## src/rtl/ssd_pkg.sv

```systemverilog
`default_nettype none
// +----------------------------------------------------------------------+
// | ssd_pkg                                                              |
// | Shared constants and hex segment table for the seven-segment driver. |
// | Revision: 1.0                                                        |
// +----------------------------------------------------------------------+
package ssd_pkg;

    localparam logic [6:0] SEG_BLANK = 7'h7F;
    localparam logic [3:0] ANODE_OFF = 4'hF;

    // Active-low segment patterns, bit order {g,f,e,d,c,b,a}.
    localparam logic [6:0] HEX_SEG [16] = '{
        7'b1000000, 7'b1111001, 7'b0100100, 7'b0110000,
        7'b0011001, 7'b0010010, 7'b0000010, 7'b1111000,
        7'b0000000, 7'b0010000, 7'b0001000, 7'b0000011,
        7'b1000110, 7'b0100001, 7'b0000110, 7'b0001110
    };

endpackage
`default_nettype wire

```

## src/rtl/hex_to_seg.sv

```systemverilog
`default_nettype none
// +----------------------------------------------------------------------+
// | hex_to_seg                                                           |
// | Combinational 4-bit hex digit to active-low seven-segment decoder.   |
// | Revision: 1.0                                                        |
// +----------------------------------------------------------------------+
module hex_to_seg
    import ssd_pkg::*;
(
    input  logic [3:0] digit,
    output logic [6:0] seg
);

    assign seg = HEX_SEG[digit];

endmodule
`default_nettype wire

```

## src/rtl/seg7_scan_driver.sv

```systemverilog
`default_nettype none
// +----------------------------------------------------------------------+
// | seg7_scan_driver                                                     |
// | Four-digit multiplexed hex display driver with per-frame snapshot,   |
// | per-slot anode guard interval and optional leading-zero blanking.    |
// | Revision: 1.0                                                        |
// +----------------------------------------------------------------------+
module seg7_scan_driver
    import ssd_pkg::*;
#(
    parameter int REFRESH_DIV = 100000,
    parameter int GUARD       = 4
)
(
    input  logic        clk,
    input  logic        reset,
    input  logic [15:0] num,
    input  logic        blank_lz,
    output logic [3:0]  H,
    output logic [6:0]  L,
    output logic        frame_done
);

    localparam int             CNT_W     = $clog2(REFRESH_DIV);
    localparam logic [CNT_W-1:0] CNT_MAX   = CNT_W'(REFRESH_DIV - 1);
    localparam logic [CNT_W-1:0] CNT_GUARD = CNT_W'(GUARD);

    logic [CNT_W-1:0] cnt;
    logic [1:0]       idx;
    logic [15:0]      snap;
    logic             tick;
    logic             frame_end;

    logic [15:0]      snap_shr;
    logic [3:0]       nibble;
    logic [6:0]       nibble_seg;
    logic             in_guard;
    logic             lz_blank;
    logic [3:0]       h_next;
    logic [6:0]       l_next;

    assign tick      = (cnt == CNT_MAX);
    assign frame_end = tick && (idx == 2'd3);

    always_ff @(posedge clk or posedge reset) begin
        if (reset) begin
            cnt <= '0;
        end else if (tick) begin
            cnt <= '0;
        end else begin
            cnt <= cnt + 1'b1;
        end
    end

    always_ff @(posedge clk or posedge reset) begin
        if (reset) begin
            idx <= 2'd0;
        end else if (tick) begin
            idx <= idx + 2'd1;
        end
    end

    // The snapshot is taken on the same edge idx wraps to 0, so a whole
    // frame is always drawn from one captured value.
    always_ff @(posedge clk or posedge reset) begin
        if (reset) begin
            snap       <= 16'h0000;
            frame_done <= 1'b0;
        end else begin
            frame_done <= frame_end;
            if (frame_end) begin
                snap <= num;
            end
        end
    end

    hex_to_seg u_hex_to_seg (
        .digit (nibble),
        .seg   (nibble_seg)
    );

    // snap_shr holds snap[15:4*idx]; zero means this digit is a leading zero.
    always_comb begin
        snap_shr = snap >> {idx, 2'b00};
        nibble   = snap_shr[3:0];
        lz_blank = blank_lz && (idx != 2'd0) && (snap_shr == 16'h0000);
        in_guard = (cnt < CNT_GUARD);
        h_next   = ANODE_OFF;
        if (!in_guard && !lz_blank) begin
            h_next = ~(4'b0001 << idx);
        end
        l_next   = lz_blank ? SEG_BLANK : nibble_seg;
    end

    always_ff @(posedge clk or posedge reset) begin
        if (reset) begin
            H <= ANODE_OFF;
            L <= SEG_BLANK;
        end else begin
            H <= h_next;
            L <= l_next;
        end
    end

endmodule
`default_nettype wire

```

## config.mk

```make
export PLATFORM = sky130hd
export DESIGN_NAME = seg7_scan_driver
export DESIGN_NICKNAME = d
export VERILOG_FILES = /design/src/rtl/ssd_pkg.sv /design/src/rtl/hex_to_seg.sv /design/src/rtl/seg7_scan_driver.sv
export SDC_FILE = /design/constraint.sdc
export NUM_CORES = 1
export LEC_CHECK = 0
export CORE_ASPECT_RATIO = 0.7
export CORE_UTILIZATION = 25
export DETAILED_ROUTE_END_ITERATION = 8
export HOLD_SLACK_MARGIN = 0.12
export SETUP_SLACK_MARGIN = 0.1
export SYNTH_ARGS = -nofsm -noshare
export SYNTH_HDL_FRONTEND = slang
export SYNTH_SLANG_ARGS = --single-unit
```

## constraint.sdc

```tcl
create_clock -name clk -period 2.4 [get_ports clk]
set_input_delay 0.48 -clock clk [delete_from_list [all_inputs] [get_ports clk]]
set_output_delay 0.48 -clock clk [all_outputs]
set_load 0.02 [all_outputs]
```

Word level (Yosys, flattened, before mapping)
Memories as Yosys holds them, arrays and structs flattened.
Index checks and enable logic that the tools add are counted.
W data, S select, Z words.
- $add $sub $neg: 2
- order comparisons: 2
- eq/ne operators: 2
- shift operators: 2
- multiplexer cells: 5
- bitwise operators: 2
- reduce and logical (&&, ||, !) cells: 8
- operators by type and width (cell ; count):
    $mux W7 ; 3
    $add A17 B1 Y17 const B ; 1
    $eq A17 B17 Y1 const B ; 1
    $lt A17 B3 Y1 const B ; 1
    $mux W17 ; 1
    $logic_not A16 Y1 ; 1
    $shr A16 B4 Y16 ; 1
    $ge A5 B5 Y1 const B ; 1
    $not A4 Y5 ; 1
    $logic_and A1 B1 Y1 ; 4
    $mux W4 ; 1
    $not A4 Y4 ; 1
    $shl A1 B2 Y4 const A ; 1
    $add A2 B1 Y2 const B ; 1
    $eq A2 B2 Y1 const B ; 1
    $logic_not A1 Y1 ; 2
    $reduce_bool A2 Y1 ; 1
- bits in registers: 47
- memory bits (read-only): 112
- bits of input ports: 19
- memories kept: 1
- memory list (memory ; words ; bits a word ; rd ports ; clocked after memory_dff ; write ports ; line ; text):
    (no name shown) ; 16 ; 7 ; 1 ; 0 ; 0 ; hex_to_seg.sv:14 ; assign seg = HEX_SEG[digit];

Logic depth before layout (Yosys ltp)
Gate-level depths: netlist (run 1).
- word-level depth: 6
- mapped depth: 8
- gate-level depth less buffers: 7

Cells and area by module
From an unflattened synthesis (run 1), not the netlist that was laid out.
- cells, all modules: 198
- area total of the unflattened synthesis: 2413.6 um2
- by module, submodules not included (module ; instances ; cells an instance ; area each (um2) ; sequential area each (um2)):
    seg7_scan_driver ; 1 ; 165 ; 2139.6 ; 1189.9
    hex_to_seg ; 1 ; 33 ; 274.0 ; 0.0

Worst setup path before layout (run 1)
Ideal clock, no wire load.
- kind: register -> register
- start: reg idx[0]
- end: reg L[2]
- library setup time: 81 ps
- arrival time: 1999 ps
- required time: 2319 ps
- setup slack: 320 ps
- stages on the path, launching flop included: 9
- buffers on the path: 2
- period minus slack after synthesis: 2080 ps
- cell sequence: dfrtp_1 -> buf_6 -> mux4_2 -> inv_1 -> ha_1 -> nand2_1 -> a211o_1 -> clkbuf_1 -> o211ai_1
- cells in the longest elaborated chain, start to end: 6
- elaborated cells between the ends (all ways): 10
- ends and longest elaborated chain (element ; line ; text):
    from (decl) ; seg7_scan_driver.sv:29 ; logic [1:0] idx;
    from (signal assigned) ; seg7_scan_driver.sv:59 ; idx <= idx + 2'd1;
    $shr A16 B4 Y16 ; seg7_scan_driver.sv:84 ; snap_shr = snap >> {idx, 2'b00};
    $not A4 Y5 (implied by the code) ; hex_to_seg.sv:14 ;
    $mem_v2 Z16 W7 ; n/a ;
    $mux W7 (implied by the code) (2 in a row) ; hex_to_seg.sv:14 ;
    $mux W7 (*) ; seg7_scan_driver.sv:92 ; l_next = lz_blank ? SEG_BLANK : nibble_seg;
    via l_next[2] ; seg7_scan_driver.sv:40 ; logic [6:0] l_next;
    to (signal assigned) ; seg7_scan_driver.sv:101 ; L <= l_next;
    to (decl) ; seg7_scan_driver.sv:20 ; output logic [6:0] L,
The timed path passes the listed nets; every way through them passes the cells marked *. The select of a mux whose other input is x is not followed.
A chain may end at the register's enable or synchronous reset.

Worst setup path after layout (run 1)
- start: reg idx[0]
- end: reg L[4]
The elaborated chain is that of the path after synthesis.

==> results.sh, run 1 <==
export IMPL_intPower_mw=1.407
export IMPL_netlist_area_um2=2525
export IMPL_crit_family="multiplexers"
export IMPL_dr_pass1_iters=4
export IMPL_clk_pin_slew_ns=0.06
export IMPL_core_rowCount=30
export IMPL_finalHoldViolations=0
export IMPL_end_kind="flip-flop"
export IMPL_p_clk_frac=0.430
export IMPL_rsz0062_at_grt="false"
export IMPL_met1_usage=0.1759
export IMPL_busiest_layer="met1"
export IMPL_die_w_um=122.1
export IMPL_reg2reg_depth=6
export IMPL_dieHeight_um=86.08
export IMPL_cts_buffer_depth=2
export IMPL_synth_avg_cell_area_um2=12.26
export IMPL_syn_to_final_growth_pct=24.13
export IMPL_drv_cap=0
export IMPL_synth_xor_area_share=0.05550
export IMPL_ios=31
export IMPL_place_congestion=0.8305
export IMPL_ys_top_cells_by_area="dfrtp_1, dfstp_2, mux2_4"
export IMPL_worstPathCellList="mux4_2, inv_1, ha_1, nand2_1, a211o_2, o311ai_1"
export IMPL_core_um2=9759
export IMPL_synth_fa_ha_area_frac=0.05451
export IMPL_criticalPathCategory="flip-flop to flip-flop"
export IMPL_r2r_start="idx[0]"
export IMPL_ys_seq_elements=47
export IMPL_vdd_drop_max_uv=237.4
export IMPL_worst_slew_margin_rel=0.7129
export IMPL_grt_ovfl_total=0
export IMPL_switchingPower_mw=0.3607
export IMPL_synth_common_cells="dfrtp_1, nand3_1, xnor2_1, mux2_4"
export IMPL_worst_clock_skew_ns=0.005715
export IMPL_ys_flop_type="dfrtp_1"
export IMPL_wl_per_cell_um=13.61
export IMPL_synthArstFlopShare=1.000
export IMPL_cp_slowest_cell="mux4_2"
export IMPL_p_leak_nw=1.315
export IMPL_vias_per_cell=4.535
export IMPL_setup_tns_ns=0
export IMPL_dp_hpwl_mm=3.871
export IMPL_drc_errors=0
export IMPL_yosysMostFrequentCell="dfrtp_1"
export IMPL_grt_use_total=0.1068
export IMPL_die_area_um2=10510
export IMPL_synth_top_cell_by_area="dfrtp_1"
export IMPL_synth_top_family_by_area="multiplexers"
export IMPL_yosysWarnings=0
export IMPL_power_frac_comb=0.092
export IMPL_final_cells=370
export IMPL_tightest_slew_ns=0.4274
export IMPL_antenna_found_initial=0
export IMPL_max_freq_ghz=0.4740
export IMPL_synth_mux_area_frac=0.1784
export IMPL_grt_first_pass_wirelength_mm=8.631
export IMPL_drtAntennaViolNets=0
export IMPL_rr_endpoint="L[4]"
export IMPL_routed_wl_mm=5.034
export IMPL_dr_first_iter_drc_count=90
export IMPL_grtUsageMet3=0.03324
export IMPL_hold_buffers=0
export IMPL_status="complete, no violations"
export IMPL_min_period_ns=2.110
export IMPL_crit_end="L[4]"
export IMPL_io_buffers=30
export IMPL_hold_start="cnt[0]"
export IMPL_syn_nets=236
export IMPL_synthDistinctLibCells=42
export IMPL_rrSetupSlack_ns=0.29
export IMPL_ys_seq_area_frac=0.4713
export IMPL_met2_usage=0.1263
export IMPL_finalSetupViolCount=0
export IMPL_fin_nets=271
export IMPL_worst_ep_arrival_time_ns=2.29
export IMPL_cp_buffers_inverters=1
export IMPL_routed_via_count=1678
export IMPL_swShare=0.2040
export IMPL_synth_top_area_frac=0.3568
export IMPL_synthCells=206
export IMPL_layout_drive_gt1_share=0.2231
export IMPL_final_period_utilization=0.8791
export IMPL_grt_max_degree=20
export IMPL_cp_required_ns=2.58
export IMPL_slew_violations=0
export IMPL_crit_path_max_fanout=11
export IMPL_htree_levels=2
export IMPL_grt_pass1_vias=1640
export IMPL_place_inst=362
export IMPL_hp_class="flip-flop to flip-flop"
export IMPL_startpoint="idx[0]"
export IMPL_antenna_cells=0
export IMPL_worst_path_stages=6
export IMPL_yosys_area_share_simple=0.1501
export IMPL_synth_compound_area_share=0.05451
export IMPL_power_density_nw_per_um2=564.0
export IMPL_clk_latency_ns=0.28
export IMPL_worst_setup_path_start_kind="flip-flop"
export IMPL_slowest_delay_ns=0.59
export IMPL_cts_root_buf="clkbuf_16"
export IMPL_cts_tree="done"
export IMPL_clock_sinks=47
export IMPL_seqPwrFrac=0.478
export IMPL_start_util=0.2587
export IMPL_cts_buffers=5
export IMPL_synth_edf_count=0
[power groups by stage]
stage / Combinational (mW) / Clock, mW / Sequential (mW)
detailed placement: 0.164 / 0 / 0.860
CTS: 0.164 / 0.790 / 0.846
finish: 0.162 / 0.760 / 0.845
floorplan: 0.0796 / 0 / 0.867
global route: 0.177 / 0.824 / 0.849
global placement: 0.163 / 0 / 0.859
[routing by layer]
| layer | routed length [um] | part of all wire |
|---|---|---|
| met1 | 2891 | 0.57 |
| met3 | 266 | 0.053 |
| met5 | 0 | 0 |
| met4 | 38 | 0.0075 |
| met2 | 1837 | 0.36 |
[cell families (layout without fill, tap and decap cells)]
family,Yosys count,after routing
mux,33,33
buf+inv,17,53
xor+xnor,16,16
compound gates,19,19
simple gates,63,63
flops,47,47
fa+ha+maj,11,11
[metrics by stage]
| step | hold WS (ns) | util | cell area, um2 | setup WS, ns | total power, mW |
|---|---|---|---|---|---|
| global placement | 0.4735 | 0.3044 | 2970 | 0.3673 | 1.023 |
| global route | 0.5335 | 0.3212 | 3134 | 0.1194 | 1.849 |
| CTS | 0.5047 | 0.3210 | 3133 | 0.2679 | 1.799 |
| detailed placement | 0.4781 | 0.3044 | 2970 | 0.2696 | 1.023 |
| floorplan | 0.4549 | - | 2525 | 0.3197 | 0.9464 |
| finish | 0.4952 | 0.3212 | 3134 | 0.2901 | 1.768 |
[worst min path at each step]
| stage | to | slack (ns) | depth (start not counted) |
|---|---|---|---|
| after floorplan | cnt[0] | 0.45 | 1 |
| after global placement | cnt[0] | 0.47 | 1 |
| after detailed placement | cnt[0] | 0.48 | 1 |
| after CTS | cnt[12] | 0.50 | 1 |
| after global routing | cnt[12] | 0.53 | 1 |
| final | cnt[0] | 0.50 | 1 |
[repair_timing]
item	4_1_cts	5_1_grt
setup buffers	0	0
setup endpoints to repair	0	2
gates resized for setup	0	1
[final cells by class]
type	count	area [um2]
Clock buffer	7	132.6
Fill cell	999	6625
Timing Repair Buffer	35	337.8
Clock inverter	1	30.03
Multi-Input combinational cell	142	1246
Sequential cell	47	1190
Inverter	10	37.54
Tap cell	128	160.2
[layout by cell type, fill, tap and decap left out, drive strengths merged, types with 3 or more instances in the layout]
master and count:
and2 3, nand3 14, buf 5, nor2 8
a21oi 3, mux2i 9, o221ai 3, inv 10
ha 11, nand4 6, mux2 20, clkdlybuf4s50 30
dfstp 11, nand2 9, xnor2 13, mux4 4
o21ai 3, nor3 6, clkbuf 7, dfrtp 36
xor2 3, nor4 7
[flip-flops by register name, summed over array words and instances (netlist names)]
name / count
frame_done: 1
idx: 2
L: 7
snap: 16
cnt: 17
H: 4
No activity file was read; power rests on OpenSTA's default activity.
==> run 2: changes to the inputs <==
- ABC_AREA: not set -> 1
==> run 2 against run 1 <==
  * Area after synthesis grew 11%
  * Flip-flop and latch count is the same
  * Sequential power shrank 6.2%
  * Fmax grew 11%
  * Clock power shrank 7.1%
  * Via count grew 41%
  * Wire length grew 31%
  * Sequential share of layout area shrank 3.2 points
  * Global-route usage grew 2.1 points
  * Register-to-register slack gained 0.20 ns
  * Final area grew 9.2%
  * Cell count grew 53%
  * Critical endpoint is now H[0]
  * Highest routed layer unchanged
==> results.sh, run 2 <==
export IMPL_status="complete, no violations"
export IMPL_finalSetupViolCount=0
export IMPL_cts_tree="done"
export IMPL_core_um2=10630
export IMPL_cts_root_buf="clkbuf_16"
export IMPL_layout_common_cells="nand2_1, inv_1, nand3_1, dfrtp_1, nor2_1"
export IMPL_worst_slew_margin_rel=0.6009
export IMPL_drc_errors=0
export IMPL_hold_start="cnt[0]"
export IMPL_worstPathCellList="inv_1, nand2_1, nand3_1, nand2_1, ha_1, inv_1, nor2_1, nand3_1, nor2_1, nand2_2, nand3_1"
export IMPL_hp_class="flip-flop to flip-flop"
export IMPL_place_congestion=0.8838
export IMPL_routed_wl_mm=6.573
export IMPL_die_area_um2=11670
export IMPL_synth_compound_area_share=0.01961
export IMPL_start_util=0.2642
export IMPL_cts_buffers=5
export IMPL_criticalPathCategory="flip-flop to flip-flop"
export IMPL_slew_violations=0
export IMPL_min_period_ns=1.905
export IMPL_hold_path_endpoint="cnt[0]"
export IMPL_syn_nets=415
export IMPL_grt_max_degree=48
export IMPL_intPower_mw=1.239
export IMPL_p_leak_nw=1.812
export IMPL_whs_ns=0.4619
export IMPL_hold_buffers=0
export IMPL_synth_top_family_by_area="simple AND/OR/NAND/NOR gates"
export IMPL_post_cts_buffers=0
export IMPL_ys_seq_elements=47
export IMPL_max_freq_ghz=0.5250
export IMPL_hold_depth=1
export IMPL_slowest_delay_ns=0.37
export IMPL_place_inst=559
export IMPL_die_w_um=128.7
export IMPL_tightest_slew_ns=0.5940
export IMPL_drv_cap=0
export IMPL_layout_drive_gt1_share=0.07876
export IMPL_final_cells=567
export IMPL_crit_path_max_fanout=13
export IMPL_drtAntennaViolNets=0
export IMPL_synth_fa_ha_area_frac=0.04902
export IMPL_vias_per_cell=4.183
export IMPL_clock_sinks=47
export IMPL_ys_seq_area_frac=0.4238
export IMPL_end_kind="flip-flop"
export IMPL_netlist_area_um2=2808
export IMPL_worst_setup_path_start_kind="flip-flop"
export IMPL_dieHeight_um=90.67
export IMPL_placed_area_um2=3273
export IMPL_synth_common_cells="nand2_1, inv_1, nand3_1, dfrtp_1, nor2_1"
export IMPL_synthDistinctLibCells=25
export IMPL_core_rowCount=31
export IMPL_ys_flop_type="dfrtp_1"
export IMPL_dr_first_iter_drc_count=274
export IMPL_synth_top_cell_by_area="dfrtp_1"
export IMPL_post_cts_resized=0
export IMPL_syn_to_final_growth_pct=21.93
export IMPL_switchingPower_mw=0.3114
export IMPL_synth_avg_cell_area_um2=7.293
export IMPL_ios=31
export IMPL_dp_hpwl_mm=5.079
export IMPL_top_register="cnt"
export IMPL_power_density_nw_per_um2=452.9
export IMPL_antenna_cells=0
export IMPL_setup_tns_ns=0
export IMPL_clk_pin_slew_ns=0.06
export IMPL_seqPwrFrac=0.512
export IMPL_clk_latency_ns=0.29
export IMPL_grt_first_pass_wirelength_mm=11.61
export IMPL_reg_top3="cnt x17, snap x16, L x7"
export IMPL_cp_slowest_cell="dfrtp_1"
export IMPL_final_period_utilization=0.7937
export IMPL_fin_total_pwr_mw=1.550
export IMPL_reg2reg_depth=11
export IMPL_r2r_start="idx[0]"
export IMPL_p_clk_frac=0.455
export IMPL_crit_top_cell="nand3_1"
export IMPL_timing_final_ws_setup_ns=0.4951
export IMPL_cts_buffer_depth=2
export IMPL_synth_mux_area_frac=0
export IMPL_fin_util=0.3221
export IMPL_dr_pass1_iters=5
export IMPL_worst_clock_skew_ns=0.009517
export IMPL_largest_reg_flops=17
export IMPL_fin_nets=448
export IMPL_swShare=0.2009
export IMPL_synth_edf_count=0
export IMPL_rr_endpoint="H[0]"
export IMPL_postLayoutCellArea_um2=3423
export IMPL_layout_commonest_cell="nand2_1"
export IMPL_htree_levels=2
export IMPL_synth_top_area_frac=0.3209
export IMPL_antenna_found_initial=0
export IMPL_synthCells=385
export IMPL_grt_ovfl_total=0
export IMPL_yosysMostFrequentCell="nand2_1"
export IMPL_worst_ep_arrival_time_ns=2.11
export IMPL_grt_use_total=0.1278
export IMPL_cp_required_ns=2.60
export IMPL_vdd_drop_max_uv=241.6
export IMPL_io_buffers=30
export IMPL_yosys_area_share_simple=0.3779
export IMPL_synth_xor_area_share=0.01872
export IMPL_grt_pass1_vias=2291
export IMPL_power_frac_comb=0.033
export IMPL_finalHoldViolations=0
export IMPL_ys_top_cells_by_area="dfrtp_1, nand2_1, dfstp_2"
export IMPL_rrSetupSlack_ns=0.50
export IMPL_routed_via_count=2372
export IMPL_synthArstFlopShare=1.000
export IMPL_wl_per_cell_um=11.59
export IMPL_yosysWarnings=0
export IMPL_rsz0062_at_grt="false"
export IMPL_dpl_worst_slack_ns=0.3811
-- run 2: cells by family (layout without fill, tap and decap cells) --
kind of cell | after synthesis | after routing
AND/OR/NAND/NOR | 237 | 237
buffers and inverters | 73 | 107
flip-flops | 47 | 47
adder cells (fa/ha/maj) | 11 | 11
AO/OA/AOI/OAI | 11 | 11
XOR/XNOR | 6 | 6
-- run 2: critical path, delay by kind of cell, from the launching register on --
kind	cells	cell delay, ns
AND/OR/NAND/NOR	8	0.82
flip-flops	1	0.37
buffers and inverters	2	0.36
adder cells (fa/ha/maj)	1	0.26
-- run 2: worst max path at each step --
stage	cells after the start	end	startpoint	slack (ns)
finish	11	H[0]	idx[0]	0.50
global route	11	L[6]	idx[0]	0.18
CTS	11	H[0]	idx[0]	0.37
detailed placement	11	H[0]	idx[0]	0.38
global placement	11	L[0]	idx[0]	0.45
floorplan	13	H[0]	idx[0]	0.66
-- run 2: layout make-up --
class	instances	area, um2
clock buffers	7	142.6
clock inverters	1	5.005
fillers	1140	7204
inverters	65	249.0
multi-input cells	265	1309
flip-flops and latches	47	1190
well taps	148	185.2
repair buffers	34	342.8
-- run 2: per-layer routing --
| layer | up-vias | wire length (um) | part of all wire | GRT usage |
|---|---|---|---|---|
| met2 | 72 | 2372 | 0.36 | 0.1640 |
| met5 | - | 0 | 0 | 0 |
| met4 | 0 | 27 | 0.0041 | 0.03039 |
| li1 | 1250 | - | - | - |
| met1 | 1048 | 3703 | 0.56 | 0.2043 |
| met3 | 2 | 470 | 0.072 | 0.03258 |
-- run 2: power by group through the flow --
stage | Sequential (mW) | Clock (mW) | Combinational, mW
floorplan | 0.807 | 0 | 0.0153
global placement | 0.807 | 0 | 0.0527
detailed placement | 0.807 | 0 | 0.0534
CTS | 0.793 | 0.733 | 0.0535
global route | 0.792 | 0.775 | 0.0573
finish | 0.793 | 0.706 | 0.0515
